## config.mk

```make
export PLATFORM = sky130hd
export DESIGN_NAME = joyencoder_neptuno
export DESIGN_NICKNAME = d
export VERILOG_FILES = /design/src/rtl/joy_neptuno_pkg.sv /design/src/rtl/joy_sync_edge.sv /design/src/rtl/joyencoder_neptuno.sv
export SDC_FILE = /design/constraint.sdc
export NUM_CORES = 1
export LEC_CHECK = 0
export ABC_AREA = 0
export BUFFER_PORTS_ARGS = -buffer_cell sky130_fd_sc_hd__buf_2
export CAP_MARGIN = 20
export CORE_ASPECT_RATIO = 0.75
export CORE_MARGIN = 1
export CORE_UTILIZATION = 55
export DETAILED_ROUTE_END_ITERATION = 10
export PLACE_DENSITY_LB_ADDON = 0.2
export SYNTH_ARGS = -nofsm -noshare
export SYNTH_HDL_FRONTEND = slang
export SYNTH_SLANG_ARGS = --single-unit
```

## constraint.sdc

```tcl
create_clock -name clk_i -period 3.6 [get_ports clk_i]
set_clock_uncertainty 0.2 [all_clocks]
set_input_delay 0.36 -clock clk_i [delete_from_list [all_inputs] [get_ports clk_i]]
set_output_delay 0.36 -clock clk_i [all_outputs]
set_load 0.03 [all_outputs]
```

## src/rtl/joy_neptuno_pkg.sv

```systemverilog
// Shared definitions for the NeptUNO two-player joystick link (encoder and decoder sides).
// Button bit positions, idle pattern, frame length and the serial frame packing order.
package joy_neptuno_pkg;

    localparam int JOY_UP     = 0;
    localparam int JOY_DOWN   = 1;
    localparam int JOY_LEFT   = 2;
    localparam int JOY_RIGHT  = 3;
    localparam int JOY_FIRE1  = 4;
    localparam int JOY_FIRE2  = 5;
    localparam int JOY_FIRE3  = 6;
    localparam int JOY_START  = 7;

    localparam logic [7:0] JOY_IDLE   = 8'hFF;
    localparam int         FRAME_BITS = 16;

    // Player 1 occupies the upper byte so that its start bit leaves the link first.
    function automatic logic [FRAME_BITS-1:0] joy_pack(input logic [7:0] p1,
                                                       input logic [7:0] p2);
        return {p1, p2};
    endfunction

endpackage

```

## src/rtl/joy_sync_edge.sv

```systemverilog
// Multi-stage synchronizer for an idle-high asynchronous input, with level and
// single-cycle rise/fall pulses derived from the synchronized level.
module joy_sync_edge #(
    parameter int STAGES = 2
) (
    input  logic clk_i,
    input  logic rst_i,
    input  logic d_i,
    output logic level_o,
    output logic rise_o,
    output logic fall_o
);

    logic [STAGES-1:0] sync_q;
    logic              prev_q;

    always_ff @(posedge clk_i or posedge rst_i) begin
        if (rst_i) begin
            sync_q <= '1;
            prev_q <= 1'b1;
        end else begin
            sync_q <= {sync_q[STAGES-2:0], d_i};
            prev_q <= sync_q[STAGES-1];
        end
    end

    assign level_o = sync_q[STAGES-1];
    assign rise_o  = sync_q[STAGES-1] & ~prev_q;
    assign fall_o  = ~sync_q[STAGES-1] & prev_q;

endmodule

```

## src/rtl/joyencoder_neptuno.sv

```systemverilog
// Device side of the NeptUNO joystick link: emulates two chained 74HC165 shift registers,
// plus shift counting, end-of-frame pulse and a host-activity watchdog.
module joyencoder_neptuno
    import joy_neptuno_pkg::*;
#(
    parameter int SYNC_STAGES    = 2,
    parameter int TIMEOUT_CYCLES = 65535
) (
    input  logic       clk_i,
    input  logic       rst_i,
    input  logic       joy_clk_i,
    input  logic       joy_load_i,
    output logic       joy_data_o,
    input  logic [7:0] joy1_i,
    input  logic [7:0] joy2_i,
    output logic [4:0] shift_count_o,
    output logic       frame_o,
    output logic       link_active_o
);

    localparam int              TW      = $clog2(TIMEOUT_CYCLES + 1);
    localparam logic [TW-1:0]   TMO_MAX = TW'(TIMEOUT_CYCLES);
    localparam logic [4:0]      CNT_MAX = 5'(FRAME_BITS);

    logic clk_rise;
    logic load_n;
    logic load_fall;
    logic clk_level_unused;
    logic clk_fall_unused;
    logic load_rise_unused;

    joy_sync_edge #(.STAGES(SYNC_STAGES)) u_clk_sync (
        .clk_i   (clk_i),
        .rst_i   (rst_i),
        .d_i     (joy_clk_i),
        .level_o (clk_level_unused),
        .rise_o  (clk_rise),
        .fall_o  (clk_fall_unused)
    );

    joy_sync_edge #(.STAGES(SYNC_STAGES)) u_load_sync (
        .clk_i   (clk_i),
        .rst_i   (rst_i),
        .d_i     (joy_load_i),
        .level_o (load_n),
        .rise_o  (load_rise_unused),
        .fall_o  (load_fall)
    );

    logic [FRAME_BITS-1:0] shreg_q;
    logic [4:0]            count_q;
    logic                  frame_q;
    logic                  load_q;
    logic [TW-1:0]         tmo_q;
    logic [TW-1:0]         tmo_d;
    logic                  link_q;

    always_comb begin
        tmo_d = tmo_q;
        if (load_fall) begin
            tmo_d = '0;
        end else if (tmo_q != TMO_MAX) begin
            tmo_d = tmo_q + 1'b1;
        end
    end

    // Deciding on the delayed load level means a clock rise that coincides with
    // LOAD's release is swallowed, so the host first sees player 1 start.
    always_ff @(posedge clk_i or posedge rst_i) begin
        if (rst_i) begin
            shreg_q <= '1;
            count_q <= '0;
            frame_q <= 1'b0;
            load_q  <= 1'b1;
            tmo_q   <= '0;
            link_q  <= 1'b0;
        end else begin
            load_q  <= load_n;
            frame_q <= 1'b0;
            if (!load_q) begin
                shreg_q <= joy_pack(joy1_i, joy2_i);
                count_q <= '0;
            end else if (clk_rise) begin
                shreg_q <= {shreg_q[FRAME_BITS-2:0], 1'b1};
                if (count_q != CNT_MAX) begin
                    count_q <= count_q + 5'd1;
                end
                if (count_q == CNT_MAX - 5'd1) begin
                    frame_q <= 1'b1;
                end
            end
            tmo_q <= tmo_d;
            if (load_fall) begin
                link_q <= 1'b1;
            end else if (tmo_d == TMO_MAX) begin
                link_q <= 1'b0;
            end
        end
    end

    assign joy_data_o    = shreg_q[FRAME_BITS-1];
    assign shift_count_o = count_q;
    assign frame_o       = frame_q;
    assign link_active_o = link_q;

endmodule

```

After elaboration in Yosys (flattened, before gate mapping)

Index checks and enable logic that the tools add are counted.

$add $sub $neg: 2
Equal/unequal tests: 6
Muxes and demuxes: 12
Bitwise operators: 4
Reduce and logical (&&, ||, !) cells: 2

Operator list:

| operator              | number |
|---|---|
| $mux 16               | 4 |
| $add 16x1->16 const B | 1 |
| $eq 16x16->1 const B  | 1 |
| $ne 16x16->1 const B  | 1 |
| $mux 5                | 3 |
| $add 5x1->5 const B   | 1 |
| $eq 5x4->1 const B    | 1 |
| $mux 1                | 5 |
| $ne 5x5->1 const B    | 1 |
| $ne 2x2->1 const B    | 2 |
| $and 1x1->1           | 2 |
| $not 1->1             | 2 |
| $reduce_and 2->1      | 1 |
| $reduce_bool 2->1     | 1 |

Register bits: 45
Bits of input ports: 20
Output and inout port bits: 8
Word-level logic and storage cells: 35

Depth between registers and ports, before layout

Depth in word-level cells: 6
Mapped depth: 7
Gate-level depth less buffers: 7

By module

Synthesis repeated with hierarchy kept, for this count alone.

Cell total of the unflattened synthesis: 235
Area, all modules: 2443.6 µm²

By module, submodules not included:

| module             | instances | cells an instance | area each (µm²) | sequential area each (µm²) |
|---|---|---|---|---|
| joyencoder_neptuno | 1         | 223               | 2248.4          | 1022.2 |
| joy_sync_edge      | 2         | 6                 | 97.6            | 78.8 |

Worst setup path before layout

Ideal clock, no wire load.

Path kind: reg2reg
From: register tmo_q[0]
To: register link_q (netlist: link_active_o)
Library setup time: 133 ps
Arrival time: 1606 ps
Required time: 3267 ps
Slack: 1661 ps
Cell stages (with the launch flop): 8
Buffers on the path: 0
Period minus slack after synthesis: 1939 ps
Path through: dfrtp_1 -> ha_1 -> nand2_1 -> nor4_2 -> a31oi_1 -> a211oi_2 -> nor2b_1 -> a31oi_1

Cells in the longest elaborated chain, start to end: 5
Elaborated cells between the ends (all ways): 6
Classes of those cells: 1 x add/sub; 2 x eq/ne; 2 x mux; 1 x reduce/logical

Ends and longest elaborated chain:

| item                                          | line                                               | RTL |
|---|---|---|
| from (decl)                                   | joyencoder_neptuno.sv:54                           | `logic [TW-1:0] tmo_q;` |
| from (signal assigned)                        | joyencoder_neptuno.sv:92                           | `tmo_q <= tmo_d;` |
| $add 16x1->16 or $ne 16x16->1 (tied branches) | joyencoder_neptuno.sv:63, joyencoder_neptuno.sv:62 |  |
| $mux 16 (*)                                   | joyencoder_neptuno.sv:62                           | `end else if (tmo_q != TMO_MAX) begin` |
| $mux 16 (*)                                   | joyencoder_neptuno.sv:60                           | `if (load_fall) begin` |
| net tmo_d[14]                                 | joyencoder_neptuno.sv:55                           | `logic [TW-1:0] tmo_d;` |
| $eq 16x16->1 (*)                              | joyencoder_neptuno.sv:95                           | `end else if (tmo_d == TMO_MAX) begin` |
| $reduce_bool 2->1 (no line) (*)               | --                                                 |  |
| to (signal assigned)                          | joyencoder_neptuno.sv:76                           | `link_q <= 1'b0;` |
| to (signal assigned)                          | joyencoder_neptuno.sv:94                           | `link_q <= 1'b1;` |
| to (signal assigned)                          | joyencoder_neptuno.sv:96                           | `link_q <= 1'b0;` |
| to (decl)                                     | joyencoder_neptuno.sv:56                           | `logic link_q;` |

The timed path passes the listed nets; every way through them passes the cells marked *.
A chain may end at the register's enable or synchronous reset.

==> metrics.md <==
| Metric | Value |
|---|---|
| Setup crit end kind | `flip-flop` |
| Placed cell count | `303` |
| Post-Layout Cell Count | `around 310` |
| Area contributors post-synth | `dfstp_2 (25%), dfrtp_1 (25%), nand2_1 (6.6%)` |
| Iter 0 DRT Violations | `around 160` |
| Startpoint Class | `flip-flop` |
| Min-Delay Path Class | `in2reg` |
| Pwr Total | `approximately 1.1 mW` |
| Post-synth top cells | `nand2_1 (40), nor2_1 (30), dfrtp_1 (23), dfstp_2 (22), a31oi_1 (19)` |
| GR Overflow Total | `0` |
| Mapped cell area | `2271 um2` |
| First-pass GRT wire length | `around 7500 um` |
| Initial core utilization | `between 50% and 60%` |
| Final Cycle Share | `63.07%` |
| Dpl ws | `roughly 1.4 ns` |
| Multi-input gate area | `approximately 1000 um2` |
| Remaining DRCs | `0` |
| Max Slew Vio Count | `0` |
| RePlAce Congestion | `between 0.9 and 1` |
| Mean number of vias per cell | `between 5 and 6` |
| Count of state elements after synthesis | `45` |
| Share of the synthesized area in the top cell type | `about a quarter` |
| Asr flop ratio synth | `100.0%` |
| Post-Route WL | `between 4000 and 5000 um` |
| Die W | `76.20 um` |
| Deepest clock path buffer count | `2` |
| Status | `completed` |
| Mapped Cells | `between 200 and 250` |
| Sink Count | `45` |
| Sequential cell area | `between 1000 and 1500 um2` |
| Leakage | `~1.1 nW` |
| Post-CTS setup buffers | `0` |
| Net Count, Synth | `~260` |
| Port Buffers | `27` |
| # fillers | `around 310` |
| Share of layout cells above drive strength 1 | `~28%` |
| Tightest Pin Transition | `0.6775 ns` |
| Core Area | `3804 um2` |
| Final hold viol count | `0` |
| Synth warnings | `0` |
| Setup-failing EPs final | `0` |
| Number of max-cap violations | `0` |
| ANT cells | `0` |
| Seq/Total Area, Yosys | `50.80%` |
| Arrival time worst endpoint | `~2.3 ns` |
| Routed wire length per instance | `14.10 um` |
| CTS tree | `done` |
| Total CTS buffers | `5` |
| Synth area leader | `dfstp_2` |
| Initial antenna violation count | `0` |
| Crit Path Max Fanout | `41` |
| GR peak layer | `met1` |
| Cell Rows | `19` |
| Slew headroom | `54.83%` |
| Count of different cell masters after synthesis | `43` |
| Pwr/cell area | `between 400 and 500 nW/um2` |
| VDD IR max | `between 0.0002 and 0.0003 V` |
| Sequential share of power | `between 50% and 60%` |
| WS Path Type | `reg2reg` |
| Min Tclk post-route | `about 2.3 ns` |
| Post-synth EDFFs | `0` |
| Critical path data required time | `about 3.6 ns` |
| Mean Syn Cell Area | `just under 10 um2` |
| Clock network latency to the later pin of the worst-skew pair | `approximately 0.30 ns` |
| Tot GR Track Use | `between 20% and 30%` |
| Finished Core Util | `slightly below 70%` |
| RSZ-0062 raised after global routing | `no` |
| Logic pwr share | `11.6%` |
| Final Worst Setup Slack | `1.330 ns` |
| Largest net degree at the start of global routing | `42` |
| Final Instance Area | `between 2000 and 3000 um2` |
| H-tree lvl count | `2` |
| Max Freq | `~0.44 GHz` |
| Pint | `slightly below 800 uW` |
| Net switching power | `approximately 280 uW` |
| Post-DP HPWL | `roughly 3000 um` |
| Area delta synth->final | `13.44%` |
| Reg clk slew, reported paths | `~0.080 ns` |
| Vias | `approximately 1,700` |
| Die area | `4393 um2` |
| Count leader, synth | `nand2_1` |
| Smallest hold slack | `between 0.06 and 0.07 ns` |
| Clock Root Buffer | `clkbuf_8` |
| Fin Setup TNS | `0 ns` |
| Vias in the first global route | `1,540` |
| GRT met1 Usage | `about a third` |
| 1st-pass router iterations | `4` |
| Post-layout nets | `about 290` |
| M2 GR Usage | `approximately 30%` |
| Met3 Track Usage GR | `approximately 6.5%` |
| Top_reg_cell synth | `dfrtp_1` |
| Top Ports | `28` |
| Clock network power share | `32.2%` |
| Post-DP Area | `2445 um2` |
| Detail Route Antenna Nets | `0` |
| Switching share of power | `a little over a quarter` |
| Die Y | `approximately 58 um` |
sequential cells by signal, summed over array words and instances (netlist names):
register	cells
u_clk_sync.prev_q	1
tmo_q	16
link_active_o	1
u_load_sync.prev_q	1
shreg_q	16
frame_o	1
shift_count_o	5
u_clk_sync.sync_q	2
u_load_sync.sync_q	2
final cells by class:
cell class / count / share of cell area (%)
Tap cell: 52 / 2.525
Inverter: 5 / 0.7285
Sequential cell: 45 / 44.78
Multi-Input combinational cell: 171 / 40.75
Clock buffer: 7 / 3.740
Clock inverter: 1 / 0.1943
Timing Repair Buffer: 33 / 7.285
path summary, 6_finish.rpt:
| path | cells after the start | slack [ns] | end | start |
|---|---|---|---|---|
| worst min register to register | 0 | 0.16 | u_clk_sync.sync_q[1]$_DFF_PP1_ | u_clk_sync.sync_q[0]$_DFF_PP1_ |
| worst min-delay path | 3 | 0.07 | shreg_q[12]$_DFFE_PP1P_ | joy1_i[4] |
| worst max register to register | 4 | 1.33 | shift_count_o[0]$_DFFE_PP0P_ | u_load_sync.prev_q$_DFF_PP1_ |
| worst max-delay path | 4 | 1.33 | shift_count_o[0]$_DFFE_PP0P_ | u_load_sync.prev_q$_DFF_PP1_ |
| min in group asynchronous | 3 | 0.41 | shift_count_o[3]$_DFFE_PP0P_ | rst_i |
| max in group asynchronous | 4 | 2.03 | shreg_q[7]$_DFFE_PP1P_ | rst_i |
critical path, stage by stage (launching register included):
cell and delay [ns]:
dfstp_2 0.96, and4_1 0.40, nor2_1 0.11, mux2_2 0.31
a22o_1 0.18
placed cells by master (no fill, tap or decap), types with 2 or more instances in the layout:
| cell type | instances |
|---|---|
| o21a_1 | 4 |
| a31oi_1 | 19 |
| buf_4 | 3 |
| inv_1 | 4 |
| a21boi_0 | 2 |
| nor2b_1 | 4 |
| o21ai_0 | 3 |
| nor3_1 | 4 |
| and2_1 | 4 |
| dfrtp_1 | 23 |
| o211ai_1 | 2 |
| nor4_2 | 3 |
| dfstp_2 | 22 |
| a41oi_1 | 2 |
| nand4_1 | 3 |
| nand3b_1 | 2 |
| a21oi_1 | 7 |
| a211oi_2 | 2 |
| dlygate4sd3_1 | 3 |
| xor2_1 | 2 |
| and3_1 | 6 |
| clkbuf_8 | 7 |
| nand3_1 | 5 |
| xnor2_1 | 6 |
| buf_2 | 27 |
| a22o_1 | 2 |
| nor2_1 | 30 |
| nand3_4 | 2 |
| ha_1 | 4 |
| nand2_1 | 40 |
cells by family after synthesis:
logic type	count (synthesis)	synth area share (%)
buffers and inverters	15	2.975
adders and majority gates	4	2.204
xor gates and xnor gates	8	3.086
DFF	45	50.80
AOI/OAI and AO/OA	46	13.77
and+or+nand+nor	112	26.67
muxes	1	0.4958
per-layer routing:
layer  wire length, um  vias up
met5                 0        -
met1              2349      811
met3               263        8
met4                70        0
li1                  -      874
met2              1744       51
power groups by stage:
stage | clock network (mW) | logic (mW) | registers [mW]
final | 0.344 | 0.123 | 0.601
after global routing | 0.371 | 0.140 | 0.607
after CTS | 0.352 | 0.124 | 0.601
after detailed placement | 0 | 0.122 | 0.609
after global placement | 0 | 0.121 | 0.607
after floorplan | 0 | 0.0903 | 0.601
repair_timing:
action / in CTS / in global routing
resized for setup: 0 / 0
endpoints found under the setup margin: 0 / 0
hold endpoints to repair: 8 / 0
hold buffers: 3 / 0
(Power assumes the default switching activity.)
